[src/rtl/da_fir_feeder.sv]
// -----------------------------------------------------------------------------
// da_fir_feeder
//
// Feeds the distributed-arithmetic FIR core from a valid/ready sample stream.
// Samples are buffered in a small circular FIFO. Each sample is issued to the
// core with a single-cycle fir_start pulse. The block then follows the core's
// fir_ready level through its busy/done cycle, captures fir_yout and presents
// it on a valid/ready result stream. Only one sample is in the core at a time,
// so results leave in the same order the samples arrived.
//
// Parameters
//   OPSIZE     sample/result width; must match the FIR core operand size
//   DEPTH      FIFO entries; power of two, >= 2
//
// Ports
//   clk        rising-edge clock
//   rst        asynchronous, active-low reset
//   s_valid    input sample valid
//   s_ready    FIFO not full (held low during reset)
//   s_data     input sample
//   fir_start  registered one-cycle start pulse to the core
//   fir_xin    sample to the core; held until the next start
//   fir_ready  core idle/done level (sampled as a level, never edge-detected)
//   fir_yout   core result, valid while fir_ready=1 after a run
//   m_valid    result valid
//   m_ready    downstream accepts the result
//   m_data     result
//   fir_err    sticky: the core failed to drop fir_ready after a start
// -----------------------------------------------------------------------------
module da_fir_feeder #(
   parameter int OPSIZE = 12,
   parameter int DEPTH  = 4
) (
   input  logic              clk,
   input  logic              rst,
   input  logic              s_valid,
   output logic              s_ready,
   input  logic [OPSIZE-1:0] s_data,
   output logic              fir_start,
   output logic [OPSIZE-1:0] fir_xin,
   input  logic              fir_ready,
   input  logic [OPSIZE-1:0] fir_yout,
   output logic              m_valid,
   input  logic              m_ready,
   output logic [OPSIZE-1:0] m_data,
   output logic              fir_err
);

   localparam int AW = $clog2(DEPTH);

   typedef enum logic [1:0] {
      S_IDLE,
      S_START,
      S_WAIT_LOW,
      S_WAIT_DONE
   } state_t;

   state_t            state_q, state_d;
   logic [AW:0]       wr_ptr_q, wr_ptr_d;
   logic [AW:0]       rd_ptr_q, rd_ptr_d;
   logic              s_ready_q, s_ready_d;
   logic              fir_start_q, fir_start_d;
   logic [OPSIZE-1:0] fir_xin_q, fir_xin_d;
   logic              m_valid_q, m_valid_d;
   logic [OPSIZE-1:0] m_data_q, m_data_d;
   logic              fir_err_q, fir_err_d;

   logic [OPSIZE-1:0] mem_q [DEPTH];

   logic              push;
   logic              pop;
   logic              fifo_empty;
   logic              full_next;
   logic [AW-1:0]     wr_idx;
   logic [AW-1:0]     rd_idx;

   assign wr_idx     = wr_ptr_q[AW-1:0];
   assign rd_idx     = rd_ptr_q[AW-1:0];
   assign fifo_empty = (wr_ptr_q == rd_ptr_q);
   assign push       = s_valid && s_ready_q;

   // -------------------------------------------------------------------------
   // FIFO pointers. The extra MSB distinguishes full from empty. s_ready is
   // registered from the next-state pointers so it equals !full every cycle
   // after reset, and stays low while reset is asserted.
   // -------------------------------------------------------------------------
   always_comb begin
      wr_ptr_d  = wr_ptr_q + {{AW{1'b0}}, push};
      rd_ptr_d  = rd_ptr_q + {{AW{1'b0}}, pop};
      full_next = (wr_ptr_d[AW] != rd_ptr_d[AW]) &&
                  (wr_ptr_d[AW-1:0] == rd_ptr_d[AW-1:0]);
      s_ready_d = !full_next;
   end

   // -------------------------------------------------------------------------
   // Sequencer. The output register update is folded in here because a
   // capture in WAIT_DONE must win over the downstream clearing m_valid.
   // -------------------------------------------------------------------------
   always_comb begin
      // NOTE: every output of this block gets a default before the case, so no
      // path leaves a signal unassigned and no latch is inferred.
      state_d     = state_q;
      fir_start_d = 1'b0;
      fir_xin_d   = fir_xin_q;
      m_valid_d   = m_valid_q && !m_ready;
      m_data_d    = m_data_q;
      fir_err_d   = fir_err_q;
      pop         = 1'b0;

      case (state_q)
         S_IDLE: begin
            // The output-slot term keeps a capture from ever overwriting an
            // unconsumed result.
            if (!fifo_empty && fir_ready && (!m_valid_q || m_ready)) begin
               state_d     = S_START;
               fir_start_d = 1'b1;
               fir_xin_d   = mem_q[rd_idx];
               pop         = 1'b1;
            end
         end
         S_START: begin
            state_d = S_WAIT_LOW;
         end
         S_WAIT_LOW: begin
            if (fir_ready) begin
               // Core never went busy: the sample is dropped.
               fir_err_d = 1'b1;
               state_d   = S_IDLE;
            end else begin
               state_d = S_WAIT_DONE;
            end
         end
         S_WAIT_DONE: begin
            if (fir_ready) begin
               m_valid_d = 1'b1;
               m_data_d  = fir_yout;
               state_d   = S_IDLE;
            end
         end
         default: begin
            state_d = S_IDLE;
         end
      endcase
   end

   // NOTE: state flops use non-blocking assignments so every flop samples the
   // pre-edge values regardless of process ordering.
   always_ff @(posedge clk or negedge rst) begin
      if (!rst) begin
         state_q     <= S_IDLE;
         wr_ptr_q    <= '0;
         rd_ptr_q    <= '0;
         s_ready_q   <= 1'b0;
         fir_start_q <= 1'b0;
         fir_xin_q   <= '0;
         m_valid_q   <= 1'b0;
         m_data_q    <= '0;
         fir_err_q   <= 1'b0;
      end else begin
         state_q     <= state_d;
         wr_ptr_q    <= wr_ptr_d;
         rd_ptr_q    <= rd_ptr_d;
         s_ready_q   <= s_ready_d;
         fir_start_q <= fir_start_d;
         fir_xin_q   <= fir_xin_d;
         m_valid_q   <= m_valid_d;
         m_data_q    <= m_data_d;
         fir_err_q   <= fir_err_d;
      end
   end

   // NOTE: the FIFO storage has no reset; an entry is only read after it has
   // been written, and resetting the pointers is enough to empty the FIFO.
   always_ff @(posedge clk) begin
      if (push) begin
         mem_q[wr_idx] <= s_data;
      end
   end

   assign s_ready   = s_ready_q;
   assign fir_start = fir_start_q;
   assign fir_xin   = fir_xin_q;
   assign m_valid   = m_valid_q;
   assign m_data    = m_data_q;
   assign fir_err   = fir_err_q;

endmodule

[config.mk]
export PLATFORM = sky130hd
export DESIGN_NAME = da_fir_feeder
export DESIGN_NICKNAME = d
export VERILOG_FILES = /design/src/rtl/da_fir_feeder.sv
export SDC_FILE = /design/constraint.sdc
export NUM_CORES = 1
export LEC_CHECK = 0
export CAP_MARGIN = 20
export CORE_ASPECT_RATIO = 1.5
export CORE_MARGIN = 1.5
export CORE_UTILIZATION = 52
export CTS_CLUSTER_DIAMETER = 80
export DETAILED_ROUTE_END_ITERATION = 10
export PLACE_DENSITY = 0.76
export SLEW_MARGIN = 10
export SYNTH_ARGS = -nofsm -noshare
export SYNTH_HDL_FRONTEND = slang
export SYNTH_SLANG_ARGS = --single-unit
export TNS_END_PERCENT = 20
[constraint.sdc]
create_clock -name clk -period 2.9 [get_ports clk]
set_clock_uncertainty 0.15 [all_clocks]
set_input_delay 0.725 -clock clk [delete_from_list [all_inputs] [get_ports clk]]
set_output_delay 0.725 -clock clk [all_outputs]
set_load 0.05 [all_outputs]
**After elaboration in Yosys (flattened, before gate mapping)**

Memories as Yosys holds them, arrays and structs flattened. A register that Yosys moved wholly into a read port is not among the register bits.
Cells that the tools add are included.

- Register bits: 24
- Latch bits: 0
- Bits in writable memories: 48
- Memory bits (read-only): 0
- Input bits: 29
- Word-level logic and storage cells: 45
- Memories kept: 1

- Add/sub/neg operators: 2
- Multipliers: 0
- Divide/modulo/power cells: 0
- Order comparisons: 0
- Equality and inequality tests: 8
- Shift-type cells: 0
- Mux-type cells: 10
- Bitwise logic cells: 0
- Reduce and logical (&&, ||, !) cells: 16

Memory list:

| name | depth | bits a word | read ports | clocked after Yosys merged registers in | write ports | RTL line | RTL |
|---|---|---|---|---|---|---|---|
| mem_q | 4 | 12 | 1 | 1 | 1 | 68 | `logic [OPSIZE-1:0] mem_q [DEPTH];` |

Operators with widths:

| operator | number |
|---|---|
| $pmux W2 S4 | 1 |
| $reduce_and A2 Y1 | 4 |
| $add A3 B1 Y3 | 2 |
| $mux W1 | 6 |
| $mux W2 | 3 |
| $logic_and A1 B1 Y1 | 5 |
| $logic_not A1 Y1 | 5 |
| $eq A2 B2 Y1 const B | 2 |
| $ne A2 B2 Y1 const B | 2 |
| $eq A3 B3 Y1 | 1 |
| $eq A2 B1 Y1 const B | 1 |
| $eq A2 B2 Y1 | 1 |
| $logic_not A2 Y1 | 1 |
| $logic_or A1 B1 Y1 | 1 |
| $ne A1 B1 Y1 | 1 |

**Logic depth before layout (Yosys ltp)**

- Word-level depth: 10
- Mapped depth: 9
- Mapped depth without buffers: 8

**Least setup slack after synthesis**

OpenSTA, ideal clock, no wires.

- Path kind: input-to-reg
- Start: in m_ready
- End: reg s_ready_q, in the netlist s_ready
- Data arrival time: 2.258 ns
- Required time: 2.619 ns
- Slack: 0.360 ns
- Stages on the path: 9
- Path through: nand2b_1 > nand3_1 > a31oi_4 > buf_12 > ha_1 > ha_1 > xor2_1 > xnor2_1 > or3_1

- Word-level cells in the longest chain between the ends: 8

RTL lines:

| what | RTL line | RTL |
|---|---|---|
| start, declared | 44 | `input logic m_ready,` |
| $logic_or A1 B1 Y1 | 114 | `if (!fifo_empty && fir_ready && (!m_valid_q \|\| m_ready)) begin` |
| $logic_and A1 B1 Y1 | 114 |  |
| $mux W1 (2 in a row) | -- |  |
| net fir_start_d | 62 | `logic fir_start_q, fir_start_d;` |
| $add A3 B1 Y3 | 89 | `rd_ptr_d = rd_ptr_q + {{AW{1'b0}}, pop};` |
| net rd_ptr_d[2] | 60 | `logic [AW:0] rd_ptr_q, rd_ptr_d;` |
| $ne A1 B1 Y1 | 90 | `full_next = (wr_ptr_d[AW] != rd_ptr_d[AW]) &&` |
| $logic_and A1 B1 Y1 | 90 |  |
| $logic_not A1 Y1 | 92 | `s_ready_d = !full_next;` |
| net s_ready_d | 61 | `logic s_ready_q, s_ready_d;` |
| end signal, assigned | 163 | `s_ready_q <= s_ready_d;` |
| end, declared | 61 |  |

The timed path passes the listed nets, and every way through them passes these cells.
A chain may end at the register's enable or synchronous reset.

**Worst setup path in the final report**

- Start: in m_ready
- End: reg s_ready_q, in the netlist s_ready

- Word-level cells in the longest chain between the ends: 8

RTL lines:

| what | RTL line | RTL |
|---|---|---|
| $logic_or A1 B1 Y1 | 114 |  |
| $logic_and A1 B1 Y1 | 114 |  |
| $mux W1 | 114 |  |
| $mux W1 | 110 | `case (state_q)` |
| $add A3 B1 Y3 | 89 |  |
| net rd_ptr_d[2] | 60 |  |
| $ne A1 B1 Y1 | 90 |  |
| $logic_and A1 B1 Y1 | 90 |  |
| $logic_not A1 Y1 | 92 |  |
| net s_ready_d | 61 |  |

The timed path passes the listed nets, and every way through them passes these cells.

==> summary.txt <==
Outcome
  – Outcome: complete, no violations

Clocking
  – # resized after CTS: 0
  – Clk buf depth: 2
  – Clock sink count: 84
  – Hold buffers post-CTS: 0
  – CTS tree: done
  – Worst skew pair latency: 0.35 ns
  – H-tree depth reported by CTS: 3
  – Clk pin slew, worst setup/hold paths: 0.08 ns
  – Root Buffer: clkbuf_8
  – TritonCTS Buffers: 9
  – Post-CTS Setup Inserts: 0

Detailed routing
  – Top Metal Used: met4
  – Vias: 1635
  – Iter 0 DRT Violations: 49
  – Met1 WL: 2.13 mm
  – Drt wl/cell: 17.6 um
  – Final ANT Viol Nets: 0
  – Final wirelength: 5.32 mm
  – Routed vias/inst: 5.41
  – DRC Markers: 0
  – DR pass1 iterations: 4
  – Routed wl met3: 241 um
  – Met2 routed WL: 2.81 mm

Timing
  – Tmin final: 2.56 ns
  – Final Cycle Share: 88.3%
  – Worst-Margin Slew: 0.592 ns
  – RSZ-0062 raised after global routing: false
  – Slew Viols, Final: 0
  – Maximum clock frequency: 390 MHz
  – Final setup viols: 0
  – Setup ws final: 0.338 ns
  – Final-report hold violation count: 0
  – Max_slew headroom: 60.4%
  – Total negative slack: 0 ns

Synth
  – Synth warnings: 0
  – Synthesized flop and latch total: 84
  – Syn Nets: 187
  – Synth Cell Area: 3200 um2
  – Mean post-synth cell area: 20.8 um2
  – Netlist cell types: 25
  – Sequential element share of the synthesized area: 73.3%
  – Post-Synthesis Cells: 154

Worst setup path
  – CP Capture Type: flip-flop
  – Crit path required time: 2.97 ns
  – RR Startpoint: wr_ptr_q[1]
  – Worst Path Max Fanout: 2
  – Critical Path AT: 2.63 ns
  – R2R cell count: 7
  – WS Path Type: input pin to flip-flop
  – Startpoint Class: input pin
  – R2R Path End: s_ready
  – Register-to-register setup slack: 0.65 ns

Global routing
  – Initial antenna violation count: 0
  – All-Layer GR Usage: 18.0%
  – Largest net degree at the start of global routing: 37
  – First-pass GRT wire length: 8.42 mm
  – Vias in the first global route: 1743
  – GR Overflow Total: 0

Finish
  – Final nets: 258
  – Share of layout cells above drive strength 1: 27.4%
  – Area added between synthesis and finish: 27.0%
  – Final Non-Filler Cells: 302
  – Antenna cell count: 0
  – Fill count: 392

Floorplanning
  – DIE AREA: 6630 um2
  – DIE WIDTH: 67.0 um
  – Initial Util: 54.4%
  – Top-Level Pins: 57
  – Num rows: 34
  – Die height: 99.0 um
  – Placeable Area: 5870 um2

Place
  – Cells after DPL: 286
  – HPWL after DPL: 3.59 mm
  – Setup WS pre-CTS: 0.00207 ns
  – Routability Congestion: 0.721
  – I/O Buffers: 56

Hold path
  – Hold Crit Endpoint: fir_err
  – Hold path depth: 1
  – Hold Crit Class: flip-flop to flip-flop
  – Hold Startpoint: fir_err

Power
  – Static Leakage: 1.55 nW
  – VDD IR max: 0.000751 V
  – PwrDens: 1150 nW/um2

Flow run
  – Maxcap violations: 0
worst max-delay path by stage:
stage	startpoint	to	slack (ns)	cells past startpoint
2_1_floorplan	m_ready	s_ready	0.36	9
3_3_place_gp	m_ready	s_ready	0.08	9
3_5_place_dp	m_ready	s_ready	0.002	9
4_1_cts	m_ready	s_ready	0.36	9
5_1_grt	m_ready	s_ready	0.21	9
6_report	m_ready	s_ready	0.34	9
metal layers:
layer	vias to the layer above	global-route usage, %
met5	-	0
met4	0	9.42
met3	13	4.11
met2	53	30.9
met1	837	20.5
li1	732	-
synth_stat cells:
master	instances	area [um2]
xor2_1	4	35.0
nor2_1	1	3.75
buf_12	1	20.0
inv_1	2	7.51
mux2_4	8	120
mux4_1	2	52.6
edfxtp_1	48	1440
o21ai_0	1	5.00
ha_1	4	50.1
buf_2	1	5.00
buf_6	1	11.3
and3_1	1	6.26
a31oi_4	1	21.3
nand3_1	2	10.0
nor3_1	1	5.00
a31o_2	1	8.76
mux2_2	16	180
nand2b_1	3	18.8
or3_1	1	6.26
clkbuf_1	1	3.75
nor3b_1	2	15.0
xnor2_1	4	35.0
dfrtp_1	36	901
mux4_2	10	225
nand2_1	2	7.51
kinds of logic after synthesis:
| logic type | share of synthesized area (%) |
|---|---|
| AO/OA/AOI/OAI | 1.10 |
| XOR/XNOR | 2.19 |
| adder cells (fa/ha/maj) | 1.57 |
| buffers and inverters | 1.49 |
| flip-flops | 73.3 |
| multiplexers | 18.1 |
| AND/OR/NAND/NOR | 2.27 |
cells in the final DEF, fill, tap and decap left out:
master / netlist / layout
nor3_2: 0 / 1
dfrtp_1: 36 / 36
buf_4: 0 / 8
and3_1: 1 / 1
clkbuf_8: 0 / 9
a31o_2: 1 / 1
xor2_1: 4 / 4
nand2b_1: 3 / 3
a31oi_4: 1 / 1
nand3_1: 2 / 2
nand2_1: 2 / 2
or3_1: 1 / 1
clkdlybuf4s50_1: 0 / 56
clkinv_2: 0 / 2
ha_1: 4 / 4
o21ai_0: 1 / 1
edfxtp_1: 48 / 48
clkinv_4: 0 / 5
mux2_2: 16 / 16
mux4_1: 2 / 2
mux4_2: 10 / 10
nor2_1: 1 / 1
inv_1: 2 / 2
nor3b_2: 0 / 2
xnor2_1: 4 / 4
mux2_4: 8 / 8
where the power goes:
group	leakage, nW	switching, mW	internal (mW)
registers	0.866	0.184	1.65
logic	0.587	1.20	0.915
clock network	0.0931	0.411	0.314
total	1.55	1.80	2.88
state kept, by name, indices dropped and copies added (netlist names), 2 cells and up:
| register | cells |
|---|---|
| m_data | 12 |
| rd_ptr_q | 3 |
| state_q | 2 |
| wr_ptr_q | 3 |
| mem_q | 48 |
| fir_xin | 12 |
layout make-up:
type / count / area, um2 / share of cell area, %
sequential: 84 / 2340 / 57.7
tap: 72 / 90.1 / 2.22
timing repair buffer: 64 / 621 / 15.3
clock inverter: 7 / 53.8 / 1.33
inverter: 2 / 7.51 / 0.185
multi-input combinational: 64 / 821 / 20.2
clock buffer: 9 / 124 / 3.05
per-stage QoR:
| step | total power [mW] | instance area, um2 | hold WS (ns) | utilization (%) |
|---|---|---|---|---|
| final | 4.68 | 4060 | 0.345 | 69.1 |
| after global routing | 4.91 | 4060 | 0.365 | 69.1 |
| after CTS | 4.73 | 4060 | 0.361 | 69.1 |
| after detailed placement | 4.01 | 3880 | 0.341 | 66.1 |
| after global placement | 3.93 | 3880 | 0.307 | 66.1 |
| after floorplan | 3.34 | 3200 | 0.279 | - |
worst max-delay path, stage by stage:
cell             delay, ns
clkdlybuf4s50_1       0.45
nand2b_1              0.12
nand3_1               0.13
a31oi_4               0.18
ha_1                  0.17
ha_1                  0.16
xor2_1                0.22
xnor2_1               0.10
or3_1                 0.38
Note: power is estimated with default switching activity, not from simulation.
